**config.mk**
```make
export PLATFORM = sky130hd
export DESIGN_NAME = fir
export DESIGN_NICKNAME = d
export VERILOG_FILES = /design/src/rtl/fir_pkg.sv /design/src/rtl/fir_saturate.sv /design/src/rtl/fir.sv
export SDC_FILE = /design/constraint.sdc
export NUM_CORES = 1
export LEC_CHECK = 0
export CAP_MARGIN = 10
export CORE_ASPECT_RATIO = 0.5
export CORE_UTILIZATION = 40
export DETAILED_ROUTE_END_ITERATION = 12
export MAX_ROUTING_LAYER = met4
export PLACE_DENSITY = 0.7
export RECOVER_POWER = 50
export SYNTH_ARGS = -nofsm -noshare
export SYNTH_HDL_FRONTEND = slang
export SYNTH_SLANG_ARGS = --single-unit
```
**constraint.sdc**
```tcl
create_clock -name clk -period 6.25 [get_ports clk]
set_input_delay 1.25 -clock clk [delete_from_list [all_inputs] [get_ports clk]]
set_output_delay 1.25 -clock clk [all_outputs]
set_load 0.01 [all_outputs]
```
**src/rtl/fir_pkg.sv**
```systemverilog
// Shared constants for the FIR: Q1.15 coefficient format, default taps and accumulator sizing.
// SATURATE_EN mirrors the FIR_SATURATE_EN build macro so other code can see which output mode was built.
package fir_pkg;

  localparam int COEF_W        = 16;
  localparam int COEF_FRAC     = 15;
  localparam int NUM_DEF_COEFS = 3;

  typedef logic signed [COEF_W-1:0] coef_t;

  localparam coef_t DEF_COEFS [NUM_DEF_COEFS] = '{-16'sd9600, 16'sd16384, 16'sd9626};

`ifdef FIR_SATURATE_EN
  localparam bit SATURATE_EN = 1'b1;
`else
  localparam bit SATURATE_EN = 1'b0;
`endif

  // Wide enough to hold the exact sum of num_taps full-scale products.
  function automatic int acc_width(input int data_w, input int num_taps);
    return data_w + COEF_W + $clog2(num_taps);
  endfunction

  // Taps beyond the default set contribute nothing.
  function automatic coef_t coef_at(input int k);
    if (k < NUM_DEF_COEFS) return DEF_COEFS[k];
    return '0;
  endfunction

endpackage

```
**src/rtl/fir_saturate.sv**
```systemverilog
// Converts the Q1.15-scaled accumulator to a DATA_W sample: floor shift by COEF_FRAC, then
// clamp when FIR_SATURATE_EN is defined, otherwise keep the low DATA_W bits (wrap).
module fir_saturate
  import fir_pkg::*;
#(
  parameter int ACC_W  = 26,
  parameter int DATA_W = 8
) (
  input  logic signed [ACC_W-1:0]  acc,
  output logic signed [DATA_W-1:0] result
);

  logic signed [ACC_W-1:0] shifted;
  logic                    unused_bits;

  // Arithmetic shift on a signed value rounds toward minus infinity.
  assign shifted     = acc >>> COEF_FRAC;
  assign unused_bits = ^{acc[COEF_FRAC-1:0], shifted[ACC_W-1:DATA_W]};

`ifdef FIR_SATURATE_EN
  localparam logic signed [ACC_W-1:0] SAT_MAX =
    {{(ACC_W-DATA_W+1){1'b0}}, {(DATA_W-1){1'b1}}};
  localparam logic signed [ACC_W-1:0] SAT_MIN =
    {{(ACC_W-DATA_W+1){1'b1}}, {(DATA_W-1){1'b0}}};

  always_comb begin
    result = shifted[DATA_W-1:0];
    if (shifted > SAT_MAX) begin
      result = SAT_MAX[DATA_W-1:0];
    end else if (shifted < SAT_MIN) begin
      result = SAT_MIN[DATA_W-1:0];
    end
  end
`else
  assign result = shifted[DATA_W-1:0];
`endif

endmodule

```
**src/rtl/fir.sv**
```systemverilog
// Direct-form FIR: NUM_TAPS delay line, exact MAC, floor-shifted output with 2-clock latency.
// Output mode (clamp vs wrap) is selected by the FIR_SATURATE_EN macro inside fir_saturate.
module fir
  import fir_pkg::*;
#(
  parameter int DATA_W   = 8,
  parameter int NUM_TAPS = 3
) (
  input  logic                     clk,
  input  logic                     rst,
  input  logic signed [DATA_W-1:0] in,
  input  logic                     in_valid,
  output logic signed [DATA_W-1:0] out,
  output logic                     out_valid,
  input  logic                     out_ready
);

  localparam int ACC_W = acc_width(DATA_W, NUM_TAPS);

  logic signed [DATA_W-1:0] x [NUM_TAPS];
  logic                     stage1_valid;
  logic signed [ACC_W-1:0]  acc;
  logic signed [DATA_W-1:0] result;

  always_ff @(posedge clk or negedge rst) begin
    if (!rst) begin
      for (int k = 0; k < NUM_TAPS; k++) x[k] <= '0;
    end else if (in_valid) begin
      x[0] <= in;
      for (int k = 1; k < NUM_TAPS; k++) x[k] <= x[k-1];
    end
  end

  always_comb begin
    acc = '0;
    for (int k = 0; k < NUM_TAPS; k++) begin
      acc = acc + ACC_W'(x[k]) * ACC_W'(coef_at(k));
    end
  end

  fir_saturate #(
    .ACC_W  (ACC_W),
    .DATA_W (DATA_W)
  ) u_saturate (
    .acc    (acc),
    .result (result)
  );

  // out/out_valid: a result is offered while out_valid=1 and consumed on an edge with
  // out_ready=1. There is no backpressure: a fresh result always overwrites out and
  // keeps out_valid set, even if the previous one was never consumed.
  always_ff @(posedge clk or negedge rst) begin
    if (!rst) begin
      stage1_valid <= 1'b0;
      out          <= '0;
      out_valid    <= 1'b0;
    end else begin
      stage1_valid <= in_valid;
      if (stage1_valid) begin
        out       <= result;
        out_valid <= 1'b1;
      end else if (out_ready) begin
        out_valid <= 1'b0;
      end
    end
  end

endmodule

```
==> metrics.cfg, run 1 <==
[cells_and_area]
num-nets-final = 729
nFillCells = 1101
stdcell_area_um2 = 5910
synthToLayoutAreaGrowth_pct = 18.5
fin_cells = 720
drive_gt1_share_pct = 15.7
diodes = 0

[sta]
rsz0062_at_grt = true
hold_viol = 0
fin_hold_ws_ps = 479
final.min_clock_period_ps = 6140
worst_pin_slew_ps = 1990
finClkSkew_ps = 9.22
maxSlewViolCount = 76
slew_headroom_pct = -33.0
setup_viol = 0
min_period_over_period_pct = 98.2
clock.fmax_ghz = 0.163

[setup_path]
timing.rr.end = out[4]
crit_chain = fa_1, ha_4, fa_1, fa_1, ha_4, nand2_2, or3_1, nand3_1, or3b_4, a21boi_4, nor3_2, or2_4, fa_1, inv_2, ha_4, nand3_2, or2_4, o211ai_1, buf_4, buf_4, nand2_2, xnor2_1, mux2_2
reg2reg_depth = 23
regToRegSetupSlack_ps = 110
worst_path_max_delay_cell = fa_1
cpMostUsedCell = fa_1
crit_start = x[0]
path_buf_inv = 3
reg2reg_from = x[0]
cp_data_required_time_ps = 6410
crit_type = reg2reg
cp.arrival_ps = 6300
critPathMaxFanout = 4
cp_top_family = adder cells
worstSetupStartpointType = register
slowest_delay_ps = 590
end_kind = register

[outcome]
status = finished, violations left
violations = max-capacitance violations, max-slew violations

[place]
dp_hpwl_um = 8400
dpl.cell_count = 703
port_buffers = 20
place_congestion = 0.849
placed_area_um2 = 5470

[yosys]
synth_area_per_cell_um2 = 9.79
synth_warnings = 0
synth_cells = 510
synth_seq_cells = 34
synth-edff-count = 0
syn_nets = 685
synth_area_um2 = 4990
synth_cell_types = 46
synthFlopType = dfrtp_1
yosysSeqAreaShare_pct = 17.0
synth-async-reset-ratio_pct = 100

[clock_tree]
cts_buffers = 5
hold_buffers = 0
clk_path_buf_depth = 2
numClockSinks = 34
clk_pin_slew_ps = 60
cts_root_buf = clkbuf_16
clk-insertion-delay-late_ps = 280
cts_tree = yes
htree_levels = 2

[floorplan]
dieArea_um2 = 13000
coreArea_um2 = 12000
row_count = 28
dieWidth_um = 160
start_util_pct = 41.7
ioPinCount = 21
die_height_um = 81.0

[route]
via_count = 3505
route.detailed.drc = 0
drt_iter0_drc = 114
drt_pass1_iterations = 4
vias_per_cell = 4.87
wl_per_cell_um = 14.6
ant_nets = 0
drt_wl_total_um = 10500

[global_routing]
track_usage_pct = 17.2
grt_max_degree = 41
grt_overflow = 0
grt_pass1_vias = 3657
grt_pass1_wl_um = 17000
antenna_found_initial = 0

[hold_path]
worstHoldPathCells = 1
hold_end = out_valid
hold_path.class = reg2reg
min_from = out_valid

[job]
max_cap_violations = 2

==> cell families after synthesis <==
kind of cell / synth area share [%]
AOI/OAI and AO/OA: 9.35
xor gates and xnor gates: 5.69
adders and majority gates: 48.1
buffers and inverters: 8.95
DFF: 17.0
muxes: 3.83
and+or+nand+nor: 7.07
==> worst max-delay path by stage <==
stage	endpoint	slack [ps]	cells past startpoint
after floorplan	out[7]	200	24
after global placement	out[7]	50	24
after detailed placement	out[7]	-70	23
after CTS	out[7]	2	25
after global routing	out[7]	-100	23
final	out[4]	110	23
==> synthesized netlist by cell type, drive strengths merged, types with 2 or more instances <==
cell type	n	area [µm²]
a21boi	3	26.3
a21o	6	45.0
a21oi	13	65.1
a31oi	2	18.8
and2	2	12.5
and3	3	18.8
clkbuf	5	18.8
dfrtp	34	851
fa	48	961
ha	115	1440
inv	114	428
mux2	17	191
nand2	24	90.1
nand2b	3	18.8
nand3	6	30.0
nand4	2	12.5
nor2	20	75.1
nor2b	2	12.5
nor3	8	40.0
o21a	6	45.0
o21ai	26	130
o21bai	3	22.5
or2	2	12.5
xnor2	20	183
xor2	9	78.8
==> worst reg2reg max path: cells and delay by family (launching register included) <==
family | cells | cell delay (ps)
compound gates | 2 | 440
simple gates | 9 | 1520
xor+xnor | 1 | 140
buf+inv | 3 | 310
mux | 1 | 260
flops | 1 | 400
fa+ha+maj | 7 | 2950
==> layout by cell type (no fill, tap or decap), types with 3 or more instances in the layout <==
cell / count
dfrtp_2: 3
ha_1: 104
o21ai_0: 23
inv_1: 113
buf_4: 21
xnor2_2: 3
fa_1: 47
nor3_1: 6
mux2_2: 17
a21o_1: 6
o21a_1: 6
nand3_1: 5
dfrtp_1: 31
xnor2_1: 17
nand2b_1: 3
nand2_1: 22
nor2_1: 18
clkbuf_16: 5
a21oi_1: 8
clkdlybuf4s50_1: 18
ha_4: 11
clkbuf_1: 3
a21oi_2: 5
xor2_1: 9
and3_1: 3
==> sequential cells by signal (all words and copies together), names as in the netlist <==
name          count
out_valid         1
out               8
stage1_valid      1
x                24
==> per-stage QoR <==
stage               util, %  setup slack, ps  setup TNS, ps
global placement       45.7             50.7              0
CTS                    47.4             2.46              0
detailed placement     45.7            -69.3           -101
floorplan                 -              203              0
global route           49.4             -101           -304
finish                 49.4              115              0
==> metal layers <==
| layer | global-route usage, % | vias up | wire [µm] |
|---|---|---|---|
| li1 | - | 1758 | - |
| met1 | 22.4 | 1687 | 5050 |
| met2 | 29.8 | 46 | 4960 |
| met3 | 1.84 | 14 | 377 |
| met4 | 2.57 | 0 | 125 |
| met5 | - | - | 0 |
==> timing repair <==
action | in CTS | in global routing
pin swaps | 7 | 25
gates resized for setup | 6 | 33
endpoints found under the setup margin | 3 | 6
buffers inserted | 4 | 5
==> final cells by class <==
class	instances	area [µm²]	share of cell area (%)
Clock buffer	7	143	2.41
Clock inverter	1	5.00	0.0846
Inverter	114	428	7.24
Multi-Input combinational cell	357	3920	66.3
Sequential cell	34	855	14.4
Tap cell	165	206	3.49
Timing Repair Buffer	42	355	6.01
Power of run 1 is left out: the tool's default activity adds up to more than one toggle a clock period on the data nets, which glitch-free logic cannot reach.
==> inputs of run 2 (changes only) <==
CORE_MARGIN = 1.5   (was unset)
CORE_UTILIZATION = 57   (was 40)
PLACE_DENSITY = 0.9   (was 0.7)
==> run 2 against run 1 <==
  * The run ends with max-capacitance violations, max-slew violations, negative setup slack left
  * Core utilization rose by 22 points
  * Hold slack improved by 27 ps
  * Routed wire length rose by 24%
  * Final cell count fell by 7.8%
  * Non-clock buffer count fell by 3
  * Cell area fell by 0.19%
  * Clock skew fell by 2.6 ps
  * Register-to-register slack got worse by 220 ps
  * Die area fell by 28%
==> metrics.cfg, run 2 (synthesis gave the netlist of run 1 again) <==
[outcome]
status = finished, violations left  ; unchanged
violations = max-capacitance violations, max-slew violations, negative setup slack  ; was max-capacitance violations, max-slew violations

[setup_path]
cp.arrival_ps = 6560  ; was 6300 ps
reg2reg_depth = 23  ; unchanged
cp_data_required_time_ps = 6450  ; was 6410 ps
critPathMaxFanout = 3  ; was 4
crit_type = reg2reg  ; unchanged
crit_path_end = out[7]  ; was out[4]
crit_start = x[5]  ; was x[0]
regToRegSetupSlack_ps = -110  ; was 110 ps
timing.rr.end = out[7]  ; was out[4]
reg2reg_from = x[5]  ; was x[0]
end_kind = register  ; unchanged
worstSetupStartpointType = register  ; unchanged

[clock_tree]
numClockSinks = 34  ; unchanged
htree_levels = 2  ; unchanged
cts_tree = yes  ; unchanged
clk_pin_slew_ps = 60  ; about the same
cts_buffers = 5  ; unchanged
clk-insertion-delay-late_ps = 280  ; about the same
cts_root_buf = clkbuf_16  ; unchanged
clk_path_buf_depth = 2  ; unchanged

[floorplan]
row_count = 23  ; was 28
start_util_pct = 60.7  ; was 41.7%
coreArea_um2 = 8230  ; was 12000 µm²
dieWidth_um = 135  ; was 160 µm
die_height_um = 69.2  ; was 81.0 µm
dieArea_um2 = 9360  ; was 13000 µm²
ioPinCount = 21  ; unchanged

[place]
place_congestion = 0.946  ; was 0.849
dp_hpwl_um = 8270  ; was 8400 µm
dpl.cell_count = 649  ; was 703
port_buffers = 20  ; unchanged

[cells_and_area]
synthToLayoutAreaGrowth_pct = 18.2  ; was 18.5%
fin_cells = 664  ; was 720
regMostFlops = x  ; unchanged
top_regs = x (24), out (8)  ; unchanged
diodes = 0  ; unchanged
largest_register_ffs = 24  ; unchanged
layout_commonest_cell = inv_1  ; unchanged
drive_gt1_share_pct = 17.8  ; was 15.7%
most-common-layout-cells = 108 x inv_1, 101 x ha_1, 44 x fa_1  ; was 113 x inv_1, 104 x ha_1, 47 x fa_1
num-nets-final = 726  ; was 729

[hold_path]
worstHoldPathCells = 1  ; unchanged
hold_path.class = reg2reg  ; unchanged
min_from = out[3]  ; was out_valid

[route]
drt_pass1_iterations = 6  ; was 4
via_count = 3889  ; was 3505
ant_nets = 0  ; unchanged
drt_wl_total_um = 13000  ; was 10500 µm
drt_iter0_drc = 266  ; was 114
route.detailed.drc = 0  ; unchanged
wl_per_cell_um = 19.6  ; was 14.6 µm
vias_per_cell = 5.86  ; was 4.87

[sta]
maxSlewViolCount = 76  ; unchanged
clock.fmax_ghz = 0.157  ; was 0.163 GHz
rsz0062_at_grt = true  ; unchanged
final.min_clock_period_ps = 6360  ; was 6140 ps
slew_headroom_pct = -39.1  ; was -33.0%
hold_viol = 0  ; unchanged
finClkSkew_ps = 6.57  ; was 9.22 ps
setup_viol = 3  ; was 0
min_period_over_period_pct = 102  ; was 98.2%
worst_pin_slew_ps = 2090  ; was 1990 ps
setup_ws_ps = -109  ; was 115 ps

[global_routing]
grt_pass1_vias = 4020  ; was 3657
track_usage_pct = 26.9  ; was 17.2%
antenna_found_initial = 0  ; unchanged
grt_overflow = 0  ; unchanged
grt_pass1_wl_um = 19000  ; was 17000 µm
grt_max_degree = 41  ; unchanged

[job]
max_cap_violations = 2  ; unchanged

## run 2: worst min-delay path by stage
stage,end,slack (ps)
2_1_floorplan,x[0],450
3_3_place_gp,out_valid,460
3_5_place_dp,out_valid,470
4_1_cts,out_valid,500
5_1_grt,out[3],520
6_report,out[3],510
## run 2: timing repair
action	4_1_cts	5_1_grt
hold buffers	0	0
endpoints found under the setup margin	2	6
pin swaps	19	38
hold endpoints to repair	0	0
resized for setup	12	45
setup buffers	8	0
## run 2: area by class of cell
cell class / count / area [µm²]
fill: 504 / 2330
timing repair buffer: 39 / 335
multi-input combinational: 357 / 4000
clock buffer: 7 / 143
inverter: 114 / 428
sequential: 34 / 853
clock inverter: 1 / 5.00
tap: 112 / 140
## run 2: stage by stage
step                hold WS [ps]  cell area, µm²  TNS, ps  setup WS (ps)  utilization (%)
floorplan                    450            4990        0            203                -
global placement             464            5400        0           53.8             65.7
detailed placement           469            5400     -186           -103             65.7
CTS                          504            5700        0           33.5             69.2
global route                 518            5900     -809           -276             71.7
finish                       506            5900     -219           -109             71.7
## run 2: layer usage
metal	part of all wire [%]	GRT usage [%]	vias to the layer above
li1	-	-	1752
met1	39	32.2	1860
met2	48	45.9	214
met3	8.6	5.41	63
met4	4.3	8.60	0
met5	0	-	-
## run 2: worst max-delay path, cell delays in order (launching register included)
cell,delay [ps]
dfrtp_1,420
fa_2,630
inv_2,60
fa_2,350
inv_2,60
fa_1,440
fa_1,550
ha_4,300
nand4_1,80
or3b_4,440
a21boi_4,210
o21a_1,250
o21a_1,200
nor2_2,60
xnor2_2,150
fa_1,500
ha_2,220
nor3_2,160
o211ai_1,180
a31oi_2,310
o21bai_2,130
a21oi_2,180
xnor3_1,250
a21oi_2,160
Power of run 2 is left out for the same reason.
